--- src/rtl/caravel_io_pkg.sv ---
// -----------------------------------------------------------------------------
// caravel_io_pkg
//   Shared constants and types for the Caravel-side input conditioner.
//   - Default values for the conditioner parameters.
//   - GPIO index map of the user_project_wrapper pins this block serves.
//   - Reset-sequencer phase type and a counter-width helper.
// -----------------------------------------------------------------------------
package caravel_io_pkg;

   // Default parameter values
   localparam int DEF_NUM_BUTTONS    = 4;
   localparam int DEF_NUM_OUTPUTS    = 6;
   localparam int DEF_SYNC_STAGES    = 2;
   localparam int DEF_DEBOUNCE_COUNT = 250000;
   localparam int DEF_RESET_HOLD     = 16;

   // GPIO index map
   localparam int EXT_RESET_IO = 8;
   localparam int BTN_IO_BASE  = 9;
   localparam int OUT_IO_BASE  = 13;

   // Decision taken by the reset sequencer on each non-reset edge
   typedef enum logic [1:0] {
      RST_EXT  = 2'd0,   // synchronised external reset is low: reload the hold
      RST_HOLD = 2'd1,   // external reset released, hold counter still draining
      RST_RUN  = 2'd2    // hold finished: release design_reset
   } rst_phase_e;

   // Width of a counter that must represent 0..max_val. Never returns 0 so a
   // zero-length hold still gets a legal one-bit vector.
   function automatic int cnt_width(input int max_val);
      if (max_val < 1) begin
         return 1;
      end
      return $clog2(max_val + 1);
   endfunction

endpackage

--- src/rtl/button_debouncer.sv ---
// -----------------------------------------------------------------------------
// button_debouncer
//   One active-low button: synchroniser chain, debounce counter, stable level
//   flop and registered press/release pulses.
// Ports
//   clk          in   clock
//   srst         in   synchronous active-high reset
//   btn_n_raw_i  in   asynchronous active-low button pin (idle high)
//   pulse_en_i   in   pulses may be produced on this edge (design not in reset)
//   btn_n_o      out  debounced active-low level
//   press_o      out  1-cycle pulse after a debounced 1->0 transition
//   release_o    out  1-cycle pulse after a debounced 0->1 transition
// -----------------------------------------------------------------------------
module button_debouncer
   import caravel_io_pkg::*;
#(
   parameter int SYNC_STAGES    = DEF_SYNC_STAGES,
   parameter int DEBOUNCE_COUNT = DEF_DEBOUNCE_COUNT
) (
   input  logic clk,
   input  logic srst,
   input  logic btn_n_raw_i,
   input  logic pulse_en_i,
   output logic btn_n_o,
   output logic press_o,
   output logic release_o
);

   localparam int              CW       = cnt_width(DEBOUNCE_COUNT);
   localparam logic [CW-1:0]   CNT_LAST = CW'(DEBOUNCE_COUNT - 1);

   logic [SYNC_STAGES-1:0] sync_q, sync_d;
   logic [CW-1:0]          cnt_q, cnt_d;
   logic                   stable_q, stable_d;
   logic                   press_q, press_d;
   logic                   release_q, release_d;
   logic                   sync_s;
   logic                   accept;

   always_comb begin
      sync_d    = {sync_q[SYNC_STAGES-2:0], btn_n_raw_i};
      sync_s    = sync_q[SYNC_STAGES-1];
      stable_d  = stable_q;
      cnt_d     = cnt_q;
      accept    = 1'b0;

      // The counter only runs while the synchronised level disagrees with the
      // accepted level; any agreeing cycle restarts the qualification window.
      if (sync_s == stable_q) begin
         cnt_d = '0;
      end else if (cnt_q == CNT_LAST) begin
         stable_d = sync_s;
         cnt_d    = '0;
         accept   = 1'b1;
      end else begin
         cnt_d = cnt_q + CW'(1);
      end

      press_d   = accept & ~sync_s & pulse_en_i;
      release_d = accept &  sync_s & pulse_en_i;
   end

   always_ff @(posedge clk) begin
      if (srst) begin
         sync_q    <= '1;
         cnt_q     <= '0;
         stable_q  <= 1'b1;
         press_q   <= 1'b0;
         release_q <= 1'b0;
      end else begin
         sync_q    <= sync_d;
         cnt_q     <= cnt_d;
         stable_q  <= stable_d;
         press_q   <= press_d;
         release_q <= release_d;
      end
   end

   assign btn_n_o   = stable_q;
   assign press_o   = press_q;
   assign release_o = release_q;

endmodule

--- src/rtl/caravel_input_conditioner.sv ---
// -----------------------------------------------------------------------------
// caravel_input_conditioner
//   Sits between the user_project_wrapper GPIOs and a game core.
//   - Debounces NUM_BUTTONS active-low buttons and emits press/release pulses.
//   - Synchronises the external active-low reset pin, stretches it by
//     RESET_HOLD cycles and merges it with wb_rst_i into design_reset.
//   - Drives active-low output enables that float the outputs in reset.
// Ports
//   wb_clk_i         in   sole clock
//   wb_rst_i         in   synchronous active-high reset
//   ext_reset_n_raw  in   asynchronous active-low external reset pin
//   btn_n_raw        in   asynchronous active-low buttons, idle high
//   design_reset     out  registered active-high reset for the core
//   btn_n            out  debounced active-low button levels
//   btn_press        out  1-cycle pulse per debounced 1->0 transition
//   btn_release      out  1-cycle pulse per debounced 0->1 transition
//   oeb              out  output enables, all equal to design_reset
// -----------------------------------------------------------------------------
module caravel_input_conditioner
   import caravel_io_pkg::*;
#(
   parameter int NUM_BUTTONS    = DEF_NUM_BUTTONS,
   parameter int NUM_OUTPUTS    = DEF_NUM_OUTPUTS,
   parameter int SYNC_STAGES    = DEF_SYNC_STAGES,
   parameter int DEBOUNCE_COUNT = DEF_DEBOUNCE_COUNT,
   parameter int RESET_HOLD     = DEF_RESET_HOLD
) (
   input  logic                   wb_clk_i,
   input  logic                   wb_rst_i,
   input  logic                   ext_reset_n_raw,
   input  logic [NUM_BUTTONS-1:0] btn_n_raw,
   output logic                   design_reset,
   output logic [NUM_BUTTONS-1:0] btn_n,
   output logic [NUM_BUTTONS-1:0] btn_press,
   output logic [NUM_BUTTONS-1:0] btn_release,
   output logic [NUM_OUTPUTS-1:0] oeb
);

   localparam int            HW        = cnt_width(RESET_HOLD);
   localparam logic [HW-1:0] HOLD_INIT = HW'(RESET_HOLD);

   logic [SYNC_STAGES-1:0] ext_sync_q, ext_sync_d;
   logic [HW-1:0]          hold_q, hold_d;
   logic                   design_reset_q, design_reset_d;
   rst_phase_e             rst_phase;
   logic                   pulse_en;

   // Reset sequencer. The synchroniser resets to 0 so that wb_rst_i behaves
   // like an external reset that is still working its way through the chain.
   always_comb begin
      ext_sync_d     = {ext_sync_q[SYNC_STAGES-2:0], ext_reset_n_raw};
      hold_d         = hold_q;
      design_reset_d = design_reset_q;

      if (!ext_sync_q[SYNC_STAGES-1]) begin
         rst_phase = RST_EXT;
      end else if (hold_q != '0) begin
         rst_phase = RST_HOLD;
      end else begin
         rst_phase = RST_RUN;
      end

      case (rst_phase)
         RST_EXT: begin
            hold_d         = HOLD_INIT;
            design_reset_d = 1'b1;
         end
         RST_HOLD: begin
            hold_d         = hold_q - HW'(1);
            design_reset_d = 1'b1;
         end
         default: begin
            design_reset_d = 1'b0;
         end
      endcase
   end

   always_ff @(posedge wb_clk_i) begin
      if (wb_rst_i) begin
         ext_sync_q     <= '0;
         hold_q         <= HOLD_INIT;
         design_reset_q <= 1'b1;
      end else begin
         ext_sync_q     <= ext_sync_d;
         hold_q         <= hold_d;
         design_reset_q <= design_reset_d;
      end
   end

   // A pulse is only registered when design_reset is low both before and
   // after this edge, so no pulse is ever visible alongside design_reset=1,
   // including the cycle in which reset is (re)asserted or just released.
   assign pulse_en = ~design_reset_q & ~design_reset_d;

   // Debouncing keeps running during an external reset so the levels are
   // already valid when the core comes out of reset.
   for (genvar gi = 0; gi < NUM_BUTTONS; gi++) begin : g_btn
      button_debouncer #(
         .SYNC_STAGES    (SYNC_STAGES),
         .DEBOUNCE_COUNT (DEBOUNCE_COUNT)
      ) u_debouncer (
         .clk         (wb_clk_i),
         .srst        (wb_rst_i),
         .btn_n_raw_i (btn_n_raw[gi]),
         .pulse_en_i  (pulse_en),
         .btn_n_o     (btn_n[gi]),
         .press_o     (btn_press[gi]),
         .release_o   (btn_release[gi])
      );
   end

   assign design_reset = design_reset_q;
   assign oeb          = {NUM_OUTPUTS{design_reset_q}};

endmodule

--- config.mk ---
export PLATFORM = sky130hd
export DESIGN_NAME = caravel_input_conditioner
export DESIGN_NICKNAME = d
export VERILOG_FILES = /design/src/rtl/caravel_io_pkg.sv /design/src/rtl/button_debouncer.sv /design/src/rtl/caravel_input_conditioner.sv
export SDC_FILE = /design/constraint.sdc
export NUM_CORES = 1
export LEC_CHECK = 0
export ABC_CLOCK_PERIOD_IN_PS = 5250
export CAP_MARGIN = 20
export CORE_ASPECT_RATIO = 0.75
export CORE_MARGIN = 4
export CORE_UTILIZATION = 46
export CTS_CLUSTER_DIAMETER = 150
export DETAILED_ROUTE_END_ITERATION = 8
export PLACE_DENSITY = 0.61
export SLEW_MARGIN = 10
export SYNTH_ARGS = -nofsm -noshare
export SYNTH_HDL_FRONTEND = slang
export SYNTH_SLANG_ARGS = --single-unit
--- constraint.sdc ---
create_clock -name wb_clk_i -period 5.25 [get_ports wb_clk_i]
set_input_delay 0.525 -clock wb_clk_i [delete_from_list [all_inputs] [get_ports wb_clk_i]]
set_output_delay 0.525 -clock wb_clk_i [all_outputs]
set_load 0.1 [all_outputs]
==> impl_metrics.tcl <==
set metrics [dict create \
    outcome "finished clean" \
    syn_area_per_cell_sq_um 8.94 \
    hold_path_end "g_btn[0].u_debouncer.sync_q[1]$_SDFF_PP1_" \
    vias 3178 \
    grt_pass1_vias 2988 \
    crit_fanout 5 \
    htreeDepth 3 \
    setup_viol_count_final 0 \
    clockBufferDepth 2 \
    track_usage_pct 15.7 \
    die_w_um 120 \
    drtIter0Drc 176 \
    r2r-end "g_btn[1].u_debouncer.cnt_q[2]$_SDFF_PP0_" \
    clk_pin_slew_worst_paths_ns 0.07 \
    rsz0062_at_grt "false" \
    fmax_ghz 0.399 \
    finalHoldViolCount 0 \
    routed_wl_um 8020 \
    final_common_cell "dfxtp_1" \
    crit_type "register to output port" \
    setup_tns_ns 0 \
    ios 26 \
    worst_slew_pin_slew_ns 1.01 \
    hpwl_um 5690 \
    relSlewSlack_pct 32.1 \
    post-route-period-util_pct 47.7 \
    irDropWorstVdd_uv 202 \
    worstPathRequired_ns 4.72 \
    post-cts-setup-buffers 0 \
    avgViaCountPerCell 5.05 \
    cpPeakStageDelay_ns 1.21 \
    leakage_nw 1.51 \
    rr_startpoint "g_btn[1].u_debouncer.cnt_q[0]$_SDFF_PP0_" \
    ant_nets 0 \
    cp.buffers_inverters 1 \
    diodes 0 \
    yosys_register_bits 100 \
    cp-end-kind "output port" \
    yosysSeqAreaShare_pct 46.3 \
    die-area_sq_um 11000 \
    port_buffers 25 \
    final_cell_mix "100 x dfxtp_1, 84 x nor2_1, 52 x xnor2_1" \
    netlist_area_sq_um 4330 \
    cts_resized 0 \
    startpoint_type "register" \
    cp_slowest_cell "clkdlybuf4s50_1" \
    crit_family "buffers and inverters" \
    ctsHoldBuffers 0 \
    dominantRegCellSynth "dfxtp_1" \
    core.rowCount 30 \
    place.gp.congestion 0.768 \
    final_util_pct 54.0 \
    cp_data_arrival_time_ns 1.98 \
    synth_edf_count 0 \
    hold_depth 1 \
    clkSinkCount 100 \
    maxCapViolCount 0 \
    dr.pass1.iters 4 \
    drive_gt1_share_pct 7.78 \
    nets 508 \
    min_period_ns 2.50 \
    min-delay-start "g_btn[0].u_debouncer.sync_q[0]$_SDFF_PP1_" \
    ys_warn_count 0 \
    syn_inst 484 \
    die-height_um 92.0 \
    synth_nets 496 \
    cts_tree "yes" \
    r2r_cells 5 \
    clock_latency_ns 0.34 \
    hold_path_class "register to register" \
    antenna_found_initial 0 \
    route.detailed.drc 0 \
    grt_max_degree 22 \
    cts_buffers 9 \
    nFillCells 861 \
    root_buffer "clkbuf_16" \
    coreArea_sq_um 9120 \
    clock-skew-final_ns 0.00663 \
    areaGrowthSynthToFinish_pct 13.8 \
    grt_overflow 0 \
    whs_ns 0.408 \
    drv_slew 0 \
    r2r_setup_slack_ns 3.04 \
    initial_core_util_pct 47.4 \
    crit_chain "clkdlybuf4s50_1" \
    yosysUniqueCellTypes 41 \
    grt_pass1_wl_um 14000 \
    power.density_nw_per_um2 312 \
    wire_per_inst_um 12.8 \
    async_flop_share_pct 0 \
]
-- stage by stage --
| step | total power, W | instance area, sq um | worst slack (ns) | std cells |
|---|---|---|---|---|
| floorplan | 0.000801 | 4330 | 3.27 | 484 |
| global placement | 0.000809 | 4570 | 2.76 | 612 |
| detailed placement | 0.000810 | 4580 | 2.75 | 613 |
| CTS | 0.00156 | 4920 | 2.72 | 629 |
| global route | 0.00159 | 4920 | 2.66 | 629 |
| finish | 0.00153 | 4920 | 2.75 | 629 |
-- worst register-to-register path, stage by stage (launching register included) --
cell and delay [ns]:
dfxtp_1 0.37, ha_1 0.22, nand3_1 0.20, or4_1 0.58
o21ai_2 0.60, nor2_1 0.11
-- flip-flops by register name, indices dropped and copies added (netlist names) --
register                     flops
design_reset                     1
g_btn.u_debouncer.btn_n_o        4
hold_q                           5
ext_sync_q                       2
g_btn.u_debouncer.press_o        4
g_btn.u_debouncer.sync_q         8
g_btn.u_debouncer.cnt_q         72
g_btn.u_debouncer.release_o      4
-- synthesized netlist by cell type (4+ instances only) --
cell	count	area share, %
dfxtp_1	100	46
nor2_1	84	7.3
xnor2_1	52	11
nand3_1	24	2.8
nor3_1	22	2.5
nor4_1	22	3.2
buf_4	19	3.3
inv_1	19	1.6
nand4_1	18	2.6
nand2_1	14	1.2
or2_2	11	1.6
a21oi_1	10	1.2
o21ai_0	9	1.0
and3_1	7	1.0
nand2b_1	7	1.0
xor2_1	7	1.4
ha_1	5	1.4
nor2b_1	5	0.72
nor4b_1	5	1.0
or3_1	5	0.72
clkbuf_1	4	0.35
nor4bb_1	4	0.93
or4_1	4	0.69
-- layer usage --
layer	global-route usage [%]	up-vias	part of all wire, %
li1	-	1675	-
met1	21.9	1456	53
met2	22.8	39	42
met3	5.18	8	4.2
met4	5.05	0	1.1
met5	0	-	0
-- power breakdown --
part / total (W) / internal, W / switching (W)
registers: 0.000767 / 0.000764 / 0.00000347
clock network: 0.000741 / 0.000464 / 0.000278
logic: 0.0000253 / 0.0000116 / 0.0000138
-- cells by family (layout without fill, tap and decap cells) --
group                      after synthesis  in the layout  share of synthesized area [%]
and+or+nand+nor                        244            244                           30.2
DFF                                    100            100                           46.3
xor gates and xnor gates                59             59                           11.9
buffers and inverters                   45             62                           5.64
AOI/OAI and AO/OA                       29             29                           3.99
adders and majority gates                5              5                           1.45
muxes                                    2              2                          0.463
-- area by class of cell --
class	instances	area (sq um)	share of cell area (%)
clock buffer	9	225	4.58
clock inverter	7	115	2.34
timing repair buffer	27	269	5.47
multi-input combinational	339	2080	42.2
tap	128	160	3.25
inverter	19	71.3	1.45
sequential	100	2000	40.7
-- worst max-delay path by stage --
stage                                                           end  depth (start not counted)                                       from  slack, ns
after floorplan                                              oeb[0]                          1                    design_reset$_SDFF_PP1_       3.27
after global placement    g_btn[2].u_debouncer.cnt_q[12]$_SDFF_PP0_                          4                                   wb_rst_i       2.76
after detailed placement  g_btn[2].u_debouncer.release_o$_SDFF_PP0_                          5                                   wb_rst_i       2.75
after CTS                                                  btn_n[0]                          1  g_btn[0].u_debouncer.btn_n_o$_SDFFE_PP1N_       2.72
after global routing                                         oeb[1]                          1                    design_reset$_SDFF_PP1_       2.66
final                                                      btn_n[0]                          1  g_btn[0].u_debouncer.btn_n_o$_SDFFE_PP1N_       2.75
(Power assumes the default switching activity.)
==> RTL change 1 (same settings) <==
Set the package constant `DEF_SYNC_STAGES` to 4 (it was 2).
--- a/src/rtl/caravel_io_pkg.sv
+++ b/src/rtl/caravel_io_pkg.sv
@@ -12,3 +12,3 @@
    localparam int DEF_NUM_OUTPUTS    = 6;
-   localparam int DEF_SYNC_STAGES    = 2;
+   localparam int DEF_SYNC_STAGES    = 4;
    localparam int DEF_DEBOUNCE_COUNT = 250000;
Function: same outputs for any inputs over 10 cycles, from zero or initial values and one cycle with wb_rst_i high; that may be too few to reach the edited logic, so the function may still have changed.
==> RTL change 1 against the unedited design <==
  * Maximum frequency down 2.0%
  * Count of clock-buffer cells in the layout up 3
  * Sequential cell count up 10
  * Critical endpoint is now oeb[3]
  * Worst setup slack worse by 0.050 ns
  * Combinational power down 35%
  * Total power down 1.6%
  * Design area up 4.6%
  * Wire length down 2.8%
  * Largest cell class is now registers
  * Via count up 3.1%
  * Area after synthesis up 6.6%
==> RTL change 1: results (changes against the unedited design) <==
| Metric | Value |
|---|---|
| Outcome | finished clean |
| Cell total after placement | 637 (+3.9%) |
| Met3 Track Usage GR | 4.132% (-1.0 points) |
| Largest net degree at the start of global routing | 29 (+32%) |
| Post-synth top cells | 110 x dfxtp_1, 88 x nor2_1, 52 x xnor2_1 |
| HPWL Detailed | 5551 um (-2.4%) |
| Number of fill cells | 871 (+1.2%) |
| Vias per cell | 5.012 (-0.80%) |
| Total track usage | 14.43% (-1.2 points) |
| Initial DRC Count | 261 (+48%) |
| 1st-pass router iterations | 4 (unchanged) |
| Register area share after synthesis | 47.76% (+1.5 points) |
| Resized Gates After CTS | 0 (unchanged) |
| Routability cong. | 0.7904 (+3.0%) |
| Worst-Margin Slew | 0.9840 ns (-0.03088 ns) |
| Worst Path Arrival | 2.03 ns (+0.05 ns) |
| Antenna violations before repair | 0 (unchanged) |
| YS warnings | 0 (unchanged) |
| Synth area leaders | dfxtp_1 48%, xnor2_1 9.9%, nor2_1 7.2%, nor4_1 3.3%, buf_4 3.1% |
| Vias in the first global route | 2992 (+0.13%) |
| Met1 WL | 4277 um (+1.1%) |
| Flops & latches, synth | 110 (+10%) |
| Non-clock buffers | 26 (-3.7%) |
| Met1 Use GR | 21.51% (-0.38 points) |
| Internal | 0.001218 W (-1.7%) |
| Nets | 529 (+4.1%) |
| Port bufs | 25 (unchanged) |
| TritonCTS buffer count | 9 (unchanged) |
| Top Registers | g_btn.u_debouncer.cnt_q: 72 flops, g_btn.u_debouncer.sync_q: 16 flops, hold_q: 5 flops |
| First-pass GRT wire length | 13730 um (-2.0%) |
| Register share of total power | 55.8% (+5.8 points) |
| Proportion of layout cells with a drive suffix above 1 | 8.238% (+0.45 points) |
| Clock buffers | 12 (+3) |
| Crit path max fanout | 9 (+4) |
| Post-synthesis cell type count | 43 (+4.9%) |
| Post-Synthesis Cells | 505 (+4.3%) |
| Worst path max stage delay | 1.20 ns |
| Signal buf overhead | 5.005% (-0.46 points) |
| Routed met3 length | 313 um (-7.4%) |
| Syn_nets | 517 (+4.2%) |
| Area of the multi-input gates | 2181 um^2 (+4.9%) |
| Non-clock inverter count | 16 (-3) |
| Skew final | 0.006370 ns (-0.0002570 ns) |
| Routed wire length | 7797 um (-2.8%) |
| Multi-In Gates | 354 (+4.4%) |
| Sequential share of cell area | 42.76% (+2.1 points) |
| Worst skew pair latency | 0.34 ns (about the same) |
| ClkCell Share | 5.515% (-1.4 points) |
| Leak | 1.559 nW (+3.5%) |
| Met2 Resource Use GR | 20.33% (-2.4 points) |
| # hold bufs at CTS | 0 (unchanged) |
| Comb pwr | 0.0000165 W (-35%) |
| Maximum vdd drop | 0.0001625 V (-20%) |
| WL met2 | 3151 um (-6.3%) |
| Non-Filler Instances | 654 (+4.0%) |
## RTL change 1: cell count changes in the layout (fill, tap and decap cells not counted), sizes merged, moves of 3 or more
cell,before,now
nand3,26,30
dfxtp,100,110
nor3,22,17
clkbuf,9,12
inv,19,16
or2,13,19
nor2,84,88
o21ai,12,8
## RTL change 1: cell families (layout without fill, tap and decap cells)
group / Yosys count / after routing / share of synthesized area [%]
multiplexers: 1 / 1 / 0.2171
flip-flops: 110 / 110 / 47.76
AND/OR/NAND/NOR: 263 / 263 / 30.88
adder cells (fa/ha/maj): 5 / 5 / 1.357
buffers and inverters: 41 / 58 / 4.939
AO/OA/AOI/OAI: 24 / 24 / 3.257
XOR/XNOR: 61 / 61 / 11.59
## RTL change 1: path summary, 6_finish.rpt
kind	startpoint	end	slack [ns]	depth (start not counted)
max	design_reset$_SDFF_PP1_	oeb[3]	2.70	1
max reg2reg	g_btn[0].u_debouncer.cnt_q[0]$_SDFF_PP0_	g_btn[0].u_debouncer.cnt_q[4]$_SDFF_PP0_	3.02	5
min	g_btn[0].u_debouncer.sync_q[1]$_SDFF_PP1_	g_btn[0].u_debouncer.sync_q[2]$_SDFF_PP1_	0.41	1
min reg2reg	g_btn[0].u_debouncer.sync_q[1]$_SDFF_PP1_	g_btn[0].u_debouncer.sync_q[2]$_SDFF_PP1_	0.41	1
## RTL change 1: stage by stage
| stage | cell area (um^2) | setup WS [ns] | utilization [%] | power [W] |
|---|---|---|---|---|
| detailed placement | 4858 | 2.627 | 49.90 | 0.0008776 |
| global placement | 4858 | 2.704 | 49.90 | 0.0008771 |
| floorplan | 4611 | 3.250 | - | 0.0008712 |
| CTS | 5142 | 2.665 | 52.82 | 0.001529 |
| finish | 5150 | 2.697 | 52.90 | 0.001510 |
| global route | 5150 | 2.611 | 52.90 | 0.001566 |
==> RTL change 2 (config.mk and constraints unchanged) <==
Without the edit above. Register the input `btn_n_raw` before use, without a reset. The logic sees it one clock later.
--- a/src/rtl/caravel_input_conditioner.sv
+++ b/src/rtl/caravel_input_conditioner.sv
@@ -40,2 +40,8 @@
    localparam logic [HW-1:0] HOLD_INIT = HW'(RESET_HOLD);
+
+   logic [NUM_BUTTONS-1:0] btn_n_raw_q;
+
+   always_ff @(posedge wb_clk_i) begin
+      btn_n_raw_q <= btn_n_raw;
+   end
 
@@ -103,3 +109,3 @@
          .srst        (wb_rst_i),
-         .btn_n_raw_i (btn_n_raw[gi]),
+         .btn_n_raw_i (btn_n_raw_q[gi]),
          .pulse_en_i  (pulse_en),
Behaviour: same outputs for any inputs over 10 cycles, from zero or initial values and one cycle with wb_rst_i high; that may be too few to reach the edited logic, so the function may still have changed.
==> RTL change 2 against the unedited design <==
  * Synthesized cell count increased by 0.62%
  * Highest routed layer unchanged
  * Worst setup slack better by 0.0064 ns
  * Area after synthesis increased by 2.8%
  * Largest cell class unchanged
  * Sequential share of layout area increased by 1.4 points
  * Sequential cell count up 4
  * Largest power group unchanged
  * Wire length down 0.87%
  * Design area is 0.46% higher
  * Via count grew 1.7%
  * Global-route usage decreased by 0.74 points
  * Non-clock buffer count down 1
  * Cell count did not move
  * Total power decreased by 5.5%
  * Die area is 2.6% higher
==> RTL change 2: results (changes against the unedited design) <==
| Metric | Value |
|---|---|
| Synth area leaders | dfxtp_1 47%, xnor2_1 9.9%, nor2_1 6.8%, buf_4 3.5%, nor4_1 3.0% |
| Total track usage | 14.92% (-0.74 points) |
| 1st-pass router iterations | 4 (unchanged) |
| Post-synthesis cell type count | 45 (+9.8%) |
| TritonCTS buffer count | 9 (unchanged) |
| Max_slew headroom | 33.90% (+1.8 points) |
| Top Registers | g_btn.u_debouncer.cnt_q: 72 flops, g_btn.u_debouncer.sync_q: 8 flops, hold_q: 5 flops |
| Syn_nets | 499 (+0.60%) |
| Hold Path Class | register to register |
| CP delay by family, top | buffers and inverters |
| Via Count | 3232 (+1.7%) |
| Leak | 1.462 nW (-3.0%) |
| Post-synth top cells | 104 x dfxtp_1, 80 x nor2_1, 50 x xnor2_1 |
| Post-synth ARST share | 0% (unchanged) |
| Dpl ws | 2.584 ns (-0.1698 ns) |
| Routability cong. | 0.7498 (-2.3%) |
| YS warnings | 0 (unchanged) |
| Proportion of layout cells with a drive suffix above 1 | 8.782% (+1.0 points) |
| Outcome | finished clean |
| H-tree depth | 3 (unchanged) |
| Routed wire length | 7954 um (-0.87%) |
| Critical path class | register to output pin |
| Antenna violations before repair | 0 (unchanged) |
| Initial DRC Count | 120 (-32%) |
| N_diodes | 0 (unchanged) |
| Skew final | 0.007906 ns (+0.001279 ns) |
| Largest net degree at the start of global routing | 22 (unchanged) |
| First-pass GRT wire length | 13460 um (-4.0%) |
| Maximum vdd drop | 0.0001609 V (-21%) |
| Crit path max fanout | 5 (unchanged) |
| Reg2Reg Setup Slack | 3.10 ns (+0.06 ns) |
| Register area share after synthesis | 46.83% (+0.55 points) |
| CTS clk-pin slew, worst paths | 0.07 ns (about the same) |
| HPWL Detailed | 5597 um (-1.6%) |
| Vias in the first global route | 2906 (-2.7%) |
| Resized Gates After CTS | 0 (unchanged) |
| Clock root cell | clkbuf_16 |
| Dpl cell area | 4663 um^2 (+1.8%) |
| Worst path slowest cell | clkdlybuf4s50_1 |
| Nets | 508 (unchanged) |
| Setup bufs post-CTS | 0 (unchanged) |
| Max Root-Sink Buffers | 2 (unchanged) |
| Worst path max stage delay | 1.18 ns (-0.03 ns) |
-- RTL change 2: cell count changes after synthesis, moves of 4 or more --
cell      before  now
nor2_1        84   80
o21ai_0        9    3
dfxtp_1      100  104
a21oi_1       10   14
nand2b_1       7   11
nand3_1       24   20
-- RTL change 2: layer usage --
metal  up-vias  wire (um)  global-route usage (%)
met4         0        120                   5.597
met2        44       3332                   21.66
met5         -          0                       0
met1      1498       4110                   20.14
met3        11        391                   5.623
li1       1679          -                       -
-- RTL change 2: area by class of cell --
type / instances / area (um^2)
flip-flops and latches: 104 / 2082
clock inverters: 5 / 41.29
inverters: 17 / 63.81
multi-input cells: 338 / 2107
well taps: 128 / 160.2
repair buffers: 26 / 257.7
clock buffers: 11 / 232.7
fillers: 862 / 4289
-- RTL change 2: kinds of logic (layout without fill, tap and decap cells) --
| group | Yosys count | after routing | share of synthesized area (%) |
|---|---|---|---|
| mux | 2 | 2 | 0.4503 |
| buf+inv | 45 | 59 | 5.769 |
| flops | 104 | 104 | 46.83 |
| compound gates | 32 | 32 | 4.644 |
| simple gates | 242 | 242 | 29.67 |
| xor+xnor | 57 | 57 | 11.23 |
| fa+ha+maj | 5 | 5 | 1.407 |
-- RTL change 2: worst paths after layout --
kind,startpoint,to,cells after the start
hold reg to reg,g_btn[1].u_debouncer.sync_q[0]$_SDFF_PP1_,g_btn[1].u_debouncer.sync_q[1]$_SDFF_PP1_,1
setup / recovery,g_btn[2].u_debouncer.btn_n_o$_SDFFE_PP1P_,btn_n[2],1
setup reg to reg,g_btn[1].u_debouncer.cnt_q[0]$_SDFF_PP0_,g_btn[1].u_debouncer.cnt_q[2]$_SDFF_PP0_,5
hold / removal,g_btn[1].u_debouncer.sync_q[0]$_SDFF_PP1_,g_btn[1].u_debouncer.sync_q[1]$_SDFF_PP1_,1
-- RTL change 2: stage by stage --
stage / power [W] / cells / util, % / hold slack [ns]
global placement: 0.0008417 / 612 / 50.50 / 0.3929
detailed placement: 0.0008423 / 612 / 50.50 / 0.3928
global route: 0.001508 / 629 / 53.55 / 0.4326
floorplan: 0.0008344 / 487 / - / 0.3895
CTS: 0.001470 / 628 / 53.47 / 0.4103
finish: 0.001449 / 629 / 53.55 / 0.4087
-- RTL change 2: report_power, final --
group          switching, W  internal (W)
sequential       0.00000381      0.000796
combinational     0.0000127     0.0000117
clock              0.000299      0.000326
total              0.000315       0.00113
